[src/rtl/shift_sequencer_pkg.sv]
// Shared types and step sizes for the multi-cycle shift sequencer.
// The routing helper picks the next phase from a remaining shift amount.
package shift_seq_pkg;

  typedef enum logic [1:0] {
    IDLE,
    BIG,
    SMALL,
    DONE
  } state_t;

  localparam int unsigned BIG_STEP   = 5;
  localparam int unsigned SMALL_STEP = 1;

  function automatic state_t route(input logic [31:0] amt);
    if (amt >= BIG_STEP) begin
      return BIG;
    end
    if (amt != '0) begin
      return SMALL;
    end
    return DONE;
  endfunction

endpackage

[src/rtl/shift_sequencer_sl5.sv]
// Fixed shift-left-by-5 datapath slice; purely combinational.
// Bits pushed past the MSB are dropped.
module sl5 #(
  parameter int N = 32
) (
  input  logic [N-1:0] i_a,
  output logic [N-1:0] o_y
);

  assign o_y = {i_a[N-6:0], 5'b00000};

endmodule

[src/rtl/shift_sequencer.sv]
// Variable left shifter built from repeated 5-bit and 1-bit steps.
// Result is held in DONE until the consumer takes it.
module shift_sequencer
  import shift_seq_pkg::*;
#(
  parameter int n  = 32,
  parameter int SW = 5
) (
  input  logic          clk,
  input  logic          reset,
  input  logic          in_valid,
  output logic          in_ready,
  input  logic [n-1:0]  in_num,
  input  logic [SW-1:0] in_shamt,
  output logic          out_valid,
  input  logic          out_ready,
  output logic [n-1:0]  out_num,
  output logic          busy,
  output logic [SW-1:0] steps
);

  localparam logic [SW-1:0] LP_BIG   = SW'(BIG_STEP);
  localparam logic [SW-1:0] LP_SMALL = SW'(SMALL_STEP);
  localparam logic [SW-1:0] LP_ONE   = SW'(1);

  state_t        r_state;
  logic [n-1:0]  r_acc;
  logic [SW-1:0] r_rem;
  logic [SW-1:0] r_steps;

  state_t        w_nstate;
  logic [n-1:0]  w_acc_d;
  logic [SW-1:0] w_rem_d;
  logic [SW-1:0] w_steps_d;
  logic [n-1:0]  w_sl5;
  logic [SW-1:0] w_rem_big;
  logic [SW-1:0] w_rem_small;

  sl5 #(
    .N(n)
  ) u_sl5 (
    .i_a(r_acc),
    .o_y(w_sl5)
  );

  assign w_rem_big   = r_rem - LP_BIG;
  assign w_rem_small = r_rem - LP_SMALL;

  always_ff @(posedge clk or posedge reset) begin
    if (reset) begin
      r_state <= IDLE;
      r_acc   <= '0;
      r_rem   <= '0;
      r_steps <= '0;
    end else begin
      r_state <= w_nstate;
      r_acc   <= w_acc_d;
      r_rem   <= w_rem_d;
      r_steps <= w_steps_d;
    end
  end

  always_comb begin
    w_nstate  = r_state;
    w_acc_d   = r_acc;
    w_rem_d   = r_rem;
    w_steps_d = r_steps;
    unique case (r_state)
      IDLE: begin
        if (in_valid) begin
          w_acc_d   = in_num;
          w_rem_d   = in_shamt;
          w_steps_d = '0;
          w_nstate  = route(32'(in_shamt));
        end
      end
      BIG: begin
        w_acc_d   = w_sl5;
        w_rem_d   = w_rem_big;
        w_steps_d = r_steps + LP_ONE;
        w_nstate  = route(32'(w_rem_big));
      end
      SMALL: begin
        w_acc_d   = {r_acc[n-2:0], 1'b0};
        w_rem_d   = w_rem_small;
        w_steps_d = r_steps + LP_ONE;
        w_nstate  = (w_rem_small == '0) ? DONE : SMALL;
      end
      DONE: begin
        if (out_ready) begin
          w_nstate = IDLE;
        end
      end
      default: begin
        w_nstate = IDLE;
      end
    endcase
  end

  // Outputs decode from registered state only.
  assign in_ready  = (r_state == IDLE);
  assign out_valid = (r_state == DONE);
  assign busy      = (r_state == BIG) || (r_state == SMALL);
  assign out_num   = out_valid ? r_acc : '0;
  assign steps     = r_steps;

endmodule

[config.mk]
export PLATFORM = sky130hd
export DESIGN_NAME = shift_sequencer
export DESIGN_NICKNAME = d
export VERILOG_FILES = /design/src/rtl/shift_sequencer_pkg.sv /design/src/rtl/shift_sequencer_sl5.sv /design/src/rtl/shift_sequencer.sv
export SDC_FILE = /design/constraint.sdc
export NUM_CORES = 1
export LEC_CHECK = 0
export CORE_ASPECT_RATIO = 1.2
export CORE_MARGIN = 5
export CORE_UTILIZATION = 50
export DETAILED_ROUTE_END_ITERATION = 10
export HOLD_SLACK_MARGIN = 0.15
export PLACE_DENSITY = 0.89
export SKIP_CTS_REPAIR_TIMING = 1
export SLEW_MARGIN = 20
export SYNTH_ARGS = -nofsm -noshare
export SYNTH_HDL_FRONTEND = slang
export SYNTH_SLANG_ARGS = --single-unit
export TNS_END_PERCENT = 50
[constraint.sdc]
create_clock -name clk -period 4.4 [get_ports clk]
set_input_delay 0.66 -clock clk [delete_from_list [all_inputs] [get_ports clk]]
set_output_delay 0.66 -clock clk [all_outputs]
set_load 0.05 [all_outputs]
Word level (Yosys, flattened, before mapping)
Index checks and enable logic that the tools add are counted.
{"block": "word_totals", "out_inout_bits": 40, "elab_cells": 56, "register_bits": 44}
{"block": "op_classes", "addsub": 3, "reduce_logical": 11, "magnitude_cmp": 2, "mux": 31, "eq_ne": 5}
{"operator": "32-bit case mux with 3 select lines", "n": 1}
{"operator": "32-bit 2-to-1 mux", "n": 2}
{"operator": "2-bit 2-to-1 mux", "n": 10}
{"operator": "5-bit case mux with 3 select lines", "n": 1}
{"operator": "1-bit 2-to-1 mux", "n": 13}
{"operator": "5-bit by 3-bit >= comparator with 1-bit output (second input constant)", "n": 2}
{"operator": "5-bit 2-to-1 mux", "n": 2}
{"operator": "5-bit case mux with 2 select lines", "n": 1}
{"operator": "5-bit nonzero test", "n": 2}
{"operator": "2-bit case mux with 4 select lines", "n": 1}
{"operator": "2-bit AND reduction", "n": 3}
{"operator": "5-bit by 1-bit adder with 5-bit output (second input constant)", "n": 1}
{"operator": "5-bit zero test", "n": 1}
{"operator": "5-bit by 1-bit subtractor with 5-bit output (second input constant)", "n": 1}
{"operator": "5-bit by 3-bit subtractor with 5-bit output (second input constant)", "n": 1}
{"operator": "2-bit equality test (second input constant)", "n": 2}
{"operator": "3-bit nonzero test", "n": 1}
{"operator": "2-bit by 1-bit equality test with 1-bit output (second input constant)", "n": 1}
{"operator": "2-bit zero test", "n": 1}
{"operator": "2-bit by 1-bit != test with 1-bit output (second input constant)", "n": 1}
{"operator": "2-bit != test (second input constant)", "n": 1}
{"operator": "2-bit nonzero test", "n": 1}
{"operator": "2-bit OR reduction", "n": 1}
{"operator": "1-bit logical OR", "n": 1}

Logic depth before layout (Yosys ltp)
{"block": "depth", "ltp_word": 11, "mapped_depth": 8, "ltp_nobuf": 7}

Hierarchy
From an unflattened synthesis, not the netlist that was laid out.
{"block": "hier_totals", "cells_unflattened": 397, "hier_area_um2": 3125.5}
{"mod": "shift_sequencer", "area_each_um2": 2881.5, "seq_area_each_um2": 1101.1, "cells_each": 364, "n_inst": 1}
{"mod": "sl5", "area_each_um2": 244.0, "seq_area_each_um2": 0.0, "cells_each": 33, "n_inst": 1}

Least setup slack after synthesis
No wires, ideal clock.
{"block": "synth_path", "path_kind": "register to output", "startpoint": "register r_state[0]", "endpoint": "output out_num[10]", "required_ps": 3740, "arrival_time_ps": 1638, "n_path_buf": 1, "setup_slack_ps": 2102, "path_stages_with_launch": 4, "path_cell_list": "dfrtp_1 > ha_1 > clkbuf_1 > and2_1"}
{"block": "synth_via", "elab_chain_len": 2}
{"element": "from (decl)", "line": "shift_sequencer.sv:26", "source": "state_t r_state;"}
{"element": "from (signal assigned)", "line": "shift_sequencer.sv:56", "source": "r_state <= w_nstate;"}
{"element": "2-bit equality test", "line": "shift_sequencer.sv:102", "source": "assign out_valid = (r_state == DONE);"}
{"element": "net out_valid", "line": "shift_sequencer.sv:15", "source": "output logic out_valid,"}
{"element": "32-bit 2-to-1 mux", "line": "shift_sequencer.sv:104", "source": "assign out_num = out_valid ? r_acc : '0;"}
{"element": "to (decl)", "line": "shift_sequencer.sv:17", "source": "output logic [n-1:0] out_num,"}
The timed path passes the listed nets, and every way through them passes these cells.

Worst setup path after layout
{"block": "layout_path", "startpoint": "register r_state[0]", "endpoint": "output out_num[18]"}
{"block": "layout_via", "elab_chain_len": 2}
{"element": "2-bit equality test", "line": "shift_sequencer.sv:102"}
{"element": "32-bit 2-to-1 mux", "line": "shift_sequencer.sv:104"}
Every way passes these cells.

==> results.cfg <==
[critical_path]
max_stage_delay_ns = 0.81
crit_fanout = 34
cp.arrival_ns = 2.55
cp.required_ns = 3.74
path_class = flop to primary output
crit_slowest_cell = clkdlybuf4s50_1
endpoint_kind = primary output
critPathLaunchType = flop
cp_cell_sequence = ha_1, and2_1, clkdlybuf4s50_1
rrSetupSlack_ns = 2.21

[sta]
worstMarginPinSlew_ns = 0.9317
min_period_ns = 3.213
finalCritPeriodShare_pct = 73.02
clock.fmax_ghz = 0.3112
max_slew_margin_pct = 37.80
rsz0062_at_grt = false
finalClockSkew_ns = 0.006422
hold_ws_ns = 0.4907
worst_slack_ns = 1.187
totalNegativeSetupSlack_ns = 0
hold_viol_final = 0
slew_violations = 0
finalSetupViolCount = 0

[status]
outcome = complete, no violations

[cts]
cts_htree_levels = 2
cts_tree = built
clock_sinks = 44
root_buffer = clkbuf_8
path_clk_slew_ns = 0.08
insertion_delay_ns = 0.30
cts_buffers = 5
clockBufferDepth = 2

[floorplan]
io_pins = 81
start_util_pct = 50.79
chipWidth_um = 78.58
dieHeight_um = 92.29
die-area_mm2 = 0.007252
core_area_mm2 = 0.005555
std_cell_rows = 30

[yosys]
synth_edf_count = 0
ys_async_sr_fraction_pct = 100.0
synthCells = 353
synth_nets = 403
synthFlopType = dfrtp_1
ys_seq_area_share_pct = 39.02
synth_cell_types = 40
synth_area_mm2 = 0.002821
synth-seq-cells = 44
synth.avg_cell_area_um2 = 7.993
synth_warnings = 0

[finish]
syn_to_final_growth_pct = 32.06
layout_common_cells = clkdlybuf4s50_1, o21ai_0, nand2_1
layout_commonest_cell = clkdlybuf4s50_1
drive_gt1_share_pct = 4.077
num_antenna_cells = 0
fin_area_mm2 = 0.003726
nets = 467

[power_and_ir_drop]
power.static_leakage_uw = 0.001553
powerDensity_mw_per_mm2 = 827.0
vdd_drop_max_mv = 1.385

[grt]
grt_first_pass_wirelength_um = 12190
grt_pass1_vias = 2568
track_usage_pct = 20.80
overflow = 0
grt_max_degree = 80
antenna_found_initial = 0

[placement]
post-place-ws_ns = 1.508
port_buffers = 80
hpwl_um = 5263
gp_congestion = 0.8562
placed_cell_area_mm2 = 0.003621

[routing]
route.detailed.drc = 0
wl_per_cell_um = 15.59
viasPerCell = 5.821
num_vias = 2800
drtIter0Drc = 306
wl_um = 7498
drtAntennaViolNets = 0
first_pass_iters = 5

[min_path]
hold_class = flop to flop

[flow_run]
cap_viol_max_count = 0
cell usage after synthesis, drive strengths merged (2+ instances only):
cell / instances / area share [%]
nor2: 9 / 1.2
inv: 11 / 1.5
mux2i: 3 / 1.1
o22ai: 3 / 0.67
nand2: 65 / 8.6
buf: 6 / 1.1
dfrtp: 44 / 39
nand2b: 5 / 1.1
o31ai: 2 / 0.53
nor2b: 6 / 1.3
a31oi: 6 / 1.3
maj3: 2 / 0.71
ha: 9 / 4.0
o21ai: 71 / 13
nand4: 2 / 0.44
a22oi: 27 / 7.2
a21o: 2 / 0.58
a21oi: 2 / 0.35
and2: 32 / 7.1
nand3: 3 / 0.53
and3: 2 / 0.44
clkbuf: 21 / 2.8
nor3: 4 / 0.71
nor4: 2 / 0.89
where the power goes:
part | switching [uW] | total, uW | internal, uW
clock | 132 | 240 | 108
combinational | 1260 | 2010 | 744
sequential | 219 | 833 | 613
worst max-delay path, delay by kind of cell, from the launching register on:
family / cells / cell delay (ns)
adders and majority gates: 1 / 0.76
buffers and inverters: 1 / 0.81
DFF: 1 / 0.44
and+or+nand+nor: 1 / 0.25
metrics by stage:
step | power, uW | std cells | util [%]
2_1_floorplan | 2302 | 353 | -
3_3_place_gp | 2740 | 473 | 65.18
3_5_place_dp | 2814 | 473 | 65.18
4_1_cts | 3061 | 480 | 66.58
5_1_grt | 3366 | 481 | 67.07
6_report | 3082 | 481 | 67.07
final cells by class:
class                           instances  area [um2]
Sequential cell                        44        1101
Fill cell                             469        1829
Tap cell                               64       80.08
Clock inverter                          1       5.005
Inverter                               11       41.29
Timing Repair Buffer                   84       850.8
Multi-Input combinational cell        271        1575
Clock buffer                            6       72.57
per-layer routing:
layer | GRT usage (%) | up-vias | wire length [um]
li1 | - | 1357 | -
met1 | 27.06 | 1319 | 3083
met2 | 35.27 | 111 | 3741
met3 | 3.696 | 13 | 544
met4 | 5.977 | 0 | 129
met5 | 0 | - | 0
flip-flops by register name (all words and copies together) (netlist names):
signal	cells
r_rem	5
r_state	2
steps	5
r_acc	32
cells by family (layout without fill, tap and decap cells):
family	count (synthesis)	after routing	synth area share (%)
compound gates	122	122	26.16
fa+ha+maj	11	11	4.701
flops	44	44	39.02
simple gates	133	133	23.10
buf+inv	38	102	5.322
xor+xnor	2	2	0.6210
mux	3	3	1.064
worst paths after layout:
path	start	to	cells past startpoint
worst max-delay path	r_state[0]	out_num[18]	3
worst max register to register	r_state[0]	r_rem[4]	6
worst min register to register	r_acc[31]	r_acc[31]	2
max in group asynchronous	reset	r_rem[4]	2
min in group asynchronous	reset	r_acc[31]	2
worst min-delay path	r_acc[31]	r_acc[31]	2
(Power assumes the default switching activity.)
